### src/rtl/bcd_disp_pkg.sv
// Shared types and segment patterns for the BCD multiplexed display scanner.
package bcd_disp_pkg;

    // Digit slot currently being driven, in scan order.
    typedef enum logic [1:0] {
        DIG_ONES = 2'd0,
        DIG_TENS = 2'd1,
        DIG_HUND = 2'd2
    } digit_e;

    // Active-low segment patterns, bit order {g,f,e,d,c,b,a}.
    localparam logic [6:0] SEG_0   = 7'h40;
    localparam logic [6:0] SEG_1   = 7'h79;
    localparam logic [6:0] SEG_2   = 7'h24;
    localparam logic [6:0] SEG_3   = 7'h30;
    localparam logic [6:0] SEG_4   = 7'h19;
    localparam logic [6:0] SEG_5   = 7'h12;
    localparam logic [6:0] SEG_6   = 7'h02;
    localparam logic [6:0] SEG_7   = 7'h78;
    localparam logic [6:0] SEG_8   = 7'h00;
    localparam logic [6:0] SEG_9   = 7'h10;
    localparam logic [6:0] SEG_E   = 7'h06;
    localparam logic [6:0] SEG_OFF = 7'h7F;

    // True when the nibble is not a legal BCD digit.
    function automatic logic nib_bad(input logic [3:0] nib);
        return nib > 4'd9;
    endfunction

endpackage

### src/rtl/bcd_to_seg.sv
// Combinational BCD nibble to active-low 7-segment decoder; non-BCD shows 'E'.
module bcd_to_seg
    import bcd_disp_pkg::*;
(
    input  logic [3:0] nib,
    output logic [6:0] seg
);

    // Table lookup of the segment pattern for one nibble.
    always_comb begin
        seg = SEG_E;
        case (nib)
            4'd0: seg = SEG_0;
            4'd1: seg = SEG_1;
            4'd2: seg = SEG_2;
            4'd3: seg = SEG_3;
            4'd4: seg = SEG_4;
            4'd5: seg = SEG_5;
            4'd6: seg = SEG_6;
            4'd7: seg = SEG_7;
            4'd8: seg = SEG_8;
            4'd9: seg = SEG_9;
            default: seg = SEG_E;
        endcase
    end

endmodule

### src/rtl/bcd_seg_scan.sv
// 3-digit multiplexed common-anode display driver for a BCD sum plus carry.
// Snapshots the value on load and scans hundreds/tens/ones with a blanking gap
// at the start of every slot so the previous digit cannot ghost onto the next.
module bcd_seg_scan
    import bcd_disp_pkg::*;
#(
    parameter int REFRESH_DIV  = 1000,
    parameter int BLANK_CYCLES = 8
) (
    input  logic       clk,
    input  logic       rst_n,
    input  logic [7:0] bcd_in,
    input  logic       carry_in,
    input  logic       load,
    input  logic       blank_lz,
    output logic [6:0] seg_n,
    output logic [2:0] an_n,
    output logic       err
);

    localparam int CW = $clog2(REFRESH_DIV);
    localparam logic [CW-1:0] CNT_LAST = CW'(REFRESH_DIV - 1);
    localparam logic [CW-1:0] BLANK_V  = CW'(BLANK_CYCLES);

    generate
        if (REFRESH_DIV < 2 || BLANK_CYCLES < 0 || BLANK_CYCLES >= REFRESH_DIV) begin : g_bad_params
            $error("bcd_seg_scan: need REFRESH_DIV >= 2 and 0 <= BLANK_CYCLES < REFRESH_DIV");
        end
    endgenerate

    logic [7:0]    snap;
    logic          snap_c;
    logic [CW-1:0] cnt;
    digit_e        state, state_nxt;
    logic          wrap;

    logic [3:0]    nib_p0;
    logic          blank_p0;
    logic [2:0]    an_sel_p0;
    logic [6:0]    dec_p0;
    logic [6:0]    seg_p0;
    logic [2:0]    an_p0;

    assign wrap = (cnt == CNT_LAST);

    // Snapshot capture and sticky non-BCD flag; only a new load changes them.
    always_ff @(posedge clk or negedge rst_n) begin
        if (!rst_n) begin
            snap   <= '0;
            snap_c <= 1'b0;
            err    <= 1'b0;
        end else if (load) begin
            snap   <= bcd_in;
            snap_c <= carry_in;
            err    <= nib_bad(bcd_in[7:4]) || nib_bad(bcd_in[3:0]);
        end
    end

    // Per-slot prescaler, wrapping after REFRESH_DIV cycles.
    always_ff @(posedge clk or negedge rst_n) begin
        if (!rst_n) cnt <= '0;
        else        cnt <= wrap ? '0 : cnt + 1'b1;
    end

    // Digit slot state register.
    always_ff @(posedge clk or negedge rst_n) begin
        if (!rst_n) state <= DIG_ONES;
        else        state <= state_nxt;
    end

    // Slot sequencing plus digit select and leading-zero blanking for this slot.
    always_comb begin
        state_nxt = state;
        nib_p0    = snap[3:0];
        blank_p0  = 1'b0;
        an_sel_p0 = 3'b110;
        case (state)
            DIG_ONES: begin
                if (wrap) state_nxt = DIG_TENS;
                nib_p0    = snap[3:0];
                an_sel_p0 = 3'b110;
            end
            DIG_TENS: begin
                if (wrap) state_nxt = DIG_HUND;
                nib_p0    = snap[7:4];
                // A zero tens is only leading when there is no carry; bad nibbles are never zero.
                blank_p0  = blank_lz && !snap_c && (snap[7:4] == 4'd0);
                an_sel_p0 = 3'b101;
            end
            DIG_HUND: begin
                if (wrap) state_nxt = DIG_ONES;
                nib_p0    = {3'b000, snap_c};
                blank_p0  = blank_lz && !snap_c;
                an_sel_p0 = 3'b011;
            end
            default: begin
                state_nxt = DIG_ONES;
            end
        endcase
    end

    bcd_to_seg u_dec (
        .nib (nib_p0),
        .seg (dec_p0)
    );

    assign seg_p0 = blank_p0 ? SEG_OFF : dec_p0;
    assign an_p0  = (blank_p0 || cnt < BLANK_V) ? 3'b111 : an_sel_p0;

    // ---- stage p0 -> registered display outputs ----
    always_ff @(posedge clk or negedge rst_n) begin
        if (!rst_n) begin
            seg_n <= SEG_OFF;
            an_n  <= 3'b111;
        end else begin
            seg_n <= seg_p0;
            an_n  <= an_p0;
        end
    end

endmodule
### config.mk
export PLATFORM = sky130hd
export DESIGN_NAME = bcd_seg_scan
export DESIGN_NICKNAME = d
export VERILOG_FILES = /design/src/rtl/bcd_disp_pkg.sv /design/src/rtl/bcd_to_seg.sv /design/src/rtl/bcd_seg_scan.sv
export SDC_FILE = /design/constraint.sdc
export NUM_CORES = 1
export LEC_CHECK = 0
export BUFFER_PORTS_ARGS = -buffer_cell sky130_fd_sc_hd__buf_4
export CAP_MARGIN = 15
export CELL_PAD_IN_SITES_DETAIL_PLACEMENT = 1
export CELL_PAD_IN_SITES_GLOBAL_PLACEMENT = 2
export CORE_ASPECT_RATIO = 0.75
export CORE_MARGIN = 1
export CORE_UTILIZATION = 39
export CTS_CLUSTER_SIZE = 40
export DETAILED_ROUTE_END_ITERATION = 7
export GPL_TIMING_DRIVEN = 0
export PLACE_DENSITY = 0.79
export SLEW_MARGIN = 25
export SYNTH_ARGS = -nofsm -noshare
export SYNTH_HDL_FRONTEND = slang
export SYNTH_SLANG_ARGS = --single-unit
### constraint.sdc
create_clock -name clk -period 3 [get_ports clk]
set_input_delay 0.15 -clock clk [delete_from_list [all_inputs] [get_ports clk]]
set_output_delay 0.15 -clock clk [all_outputs]
set_load 0.01 [all_outputs]
==> flow_summary.yaml <==
worst_setup_path:
  worstPathMaxFanout: 10
  worstReg2RegStart: "state[0]"
  worstSetupEndpointType: "flip-flop"
  setup.worst_path.start: "state[0]"
  ff2ff_setup_slack_ns: 0.71
  worstSetupPathType: "reg2reg"
  critPathLaunchType: "flip-flop"
  reg2reg_depth: 9
  crit_required_ns: 3.22
  crit_arrival_ns: 2.51
place:
  place.gp.congestion: 0.756
  hpwlAfterDp_um: 2720
  io_buffer_count: 23
  pre_cts_ws_ns: 0.728
  place_area_mm2: 0.00187
cts:
  htreeDepth: 2
  cts_buffer_depth: 2
  post_cts_resize_count: 0
  root_buffer: "clkbuf_8"
  cts.hold.buffers_added: 1
  clk_pin_slew_ns: 0.06
  clk_latency_ns: 0.29
  post_cts_buffers: 0
  cts_made_buffers: 5
  clock-sinks: 32
  cts_tree: "built"
global_routing:
  grt_pass1_wl_um: 6380
  grt_usage: 0.190
  grt_pass1_vias: 1327
  grt_max_degree: 33
  antenna_found_initial: 0
  globalRouteOverflowTotal: 0
yosys:
  synth_most_common_cell: "dfrtp_1"
  synth_top_area_share: 0.337
  synth_cell_type_count: 46
  syn_area_per_cell_um2: 10.9
  ys_seq_area_frac: 0.498
  synth_largest_area_cell: "dfrtp_1"
  synth_area_leaders: "dfrtp_1, dfstp_2, ha_1"
  synth_edf_count: 0
  synthesis.area_mm2: 0.00163
  synth_nets: 173
  synth-async-reset-ratio: 1.00
  synth-seq-cells: 32
  ys_warn_count: 0
  synthCells: 150
  synth_commonest_cells: "dfrtp_1, nor2_1, o21ai_0"
  synthFlopType: "dfrtp_1"
sta:
  skew_ns: 0.00792
  post-route-min-period_ns: 2.29
  maxSlewViolCount: 0
  rsz0062_at_grt: "false"
  relSlewSlack: 0.577
  final.setup.worst_slack_ns: 0.709
  tightest_slew_ns: 0.634
  min_period_over_period: 0.764
  setup_tns_ns: 0
  max_freq_mhz: 436
  hold_viol_final: 0
  setup_violations: 0
hold_path:
  hold_depth: 3
  hp-start: "bcd_in[1]"
  hp-class: "in2reg"
floorplanning:
  die_width_um: 76.7
  die_area_mm2: 0.00445
  core_mm2: 0.00383
  die_h_um: 58.0
  rows: 19
  pin_count: 24
  start_util: 0.427
drt:
  wirelength_um: 3520
  wire_per_inst_um: 15.0
  vias: 1216
  drt_first_pass_iters: 2
  drt_iter0_drc: 72
  route.detailed.drc: 0
  viasPerCell: 5.20
  final_antenna_net_count: 0
run_status:
  status: "completed"
final_layout:
  post-route-util: 0.513
  antenna_cells: 0
  multiInputGateArea_um2: 781
  regArea_um2: 813
  fill_cells: 443
  drive_gt1_frac: 0.308
  final_area_mm2: 0.00196
  syn_to_final_growth_pct: 20.2
  nNetsFinal: 204
pwr:
  powerDensity_mw_per_mm2: 470
  cellLeakagePower_uw: 0.000916
  vdd.ir_drop.worst_mv: 0.321
run:
  cap_viol_max_count: 0
[report_power, final]
group          internal [µW]  leakage [µW]  switching (µW)  total [µW]
Sequential               468      0.000375            16.8         485
Clock                    162     0.0000422             151         314
Combinational           62.0      0.000499            61.6         124
Total                    693      0.000916             230         923
[registers in the layout, summed over array words and instances, names as in the netlist]
register	cells
state	2
an_n	3
seg_n	7
snap_c	1
err	1
cnt	10
snap	8
[stage by stage]
step | total power (µW) | cells | hold slack (ns)
floorplan | 554 | 150 | -0.146
finish | 923 | 234 | 0.0789
CTS | 939 | 234 | 0.0752
global route | 974 | 234 | 0.0855
detailed placement | 618 | 225 | 0.113
global placement | 611 | 225 | 0.105
[worst max-delay path, stage by stage (launching register included)]
cell     delay [ns]
dfrtp_1        0.40
inv_1          0.09
ha_1           0.37
buf_2          0.23
nor2_1         0.07
a21oi_1        0.26
inv_1          0.14
ha_1           0.21
or3_1          0.37
nand4_1        0.09
[worst paths after layout]
kind                            endpoint
worst max-delay path            seg_n[4]
worst min-delay path             snap[1]
worst max register to register  seg_n[4]
worst min register to register    cnt[0]
max in group asynchronous        an_n[1]
min in group asynchronous        snap[0]
[layout by cell type, fill, tap and decap left out, types with 4 or more instances in the layout]
master    count
clkbuf_8      5
a21oi_1       4
nand2_1      10
ha_1         10
buf_4        23
o21ai_0      11
dfrtp_1      22
dfstp_2      10
nor2_1       15
mux2_2        8
nand3_1       4
inv_1         8
[kinds of logic after synthesis]
kind of cell / after synthesis / synth area share
AND/OR/NAND/NOR: 50 / 0.172
AO/OA/AOI/OAI: 32 / 0.130
flip-flops: 32 / 0.498
multiplexers: 11 / 0.0736
buffers and inverters: 10 / 0.0238
adder cells (fa/ha/maj): 10 / 0.0766
XOR/XNOR: 5 / 0.0268
[per-layer routing]
| metal | vias up | wire [µm] | track usage |
|---|---|---|---|
| met1 | 599 | 1740 | 0.248 |
| met2 | 19 | 1600 | 0.301 |
| li1 | 591 | - | - |
| met5 | - | 0 | 0 |
| met4 | 0 | 60 | 0.0824 |
| met3 | 7 | 117 | 0.0488 |
[final cells by class]
cell class | count | area share
Sequential cell | 32 | 0.415
Multi-Input combinational cell | 108 | 0.398
Timing Repair Buffer | 24 | 0.0931
Clock buffer | 7 | 0.0389
Tap cell | 52 | 0.0332
Inverter | 8 | 0.0153
Buffer | 2 | 0.00446
Clock inverter | 1 | 0.00255
Note: power is estimated with default switching activity, not from simulation.
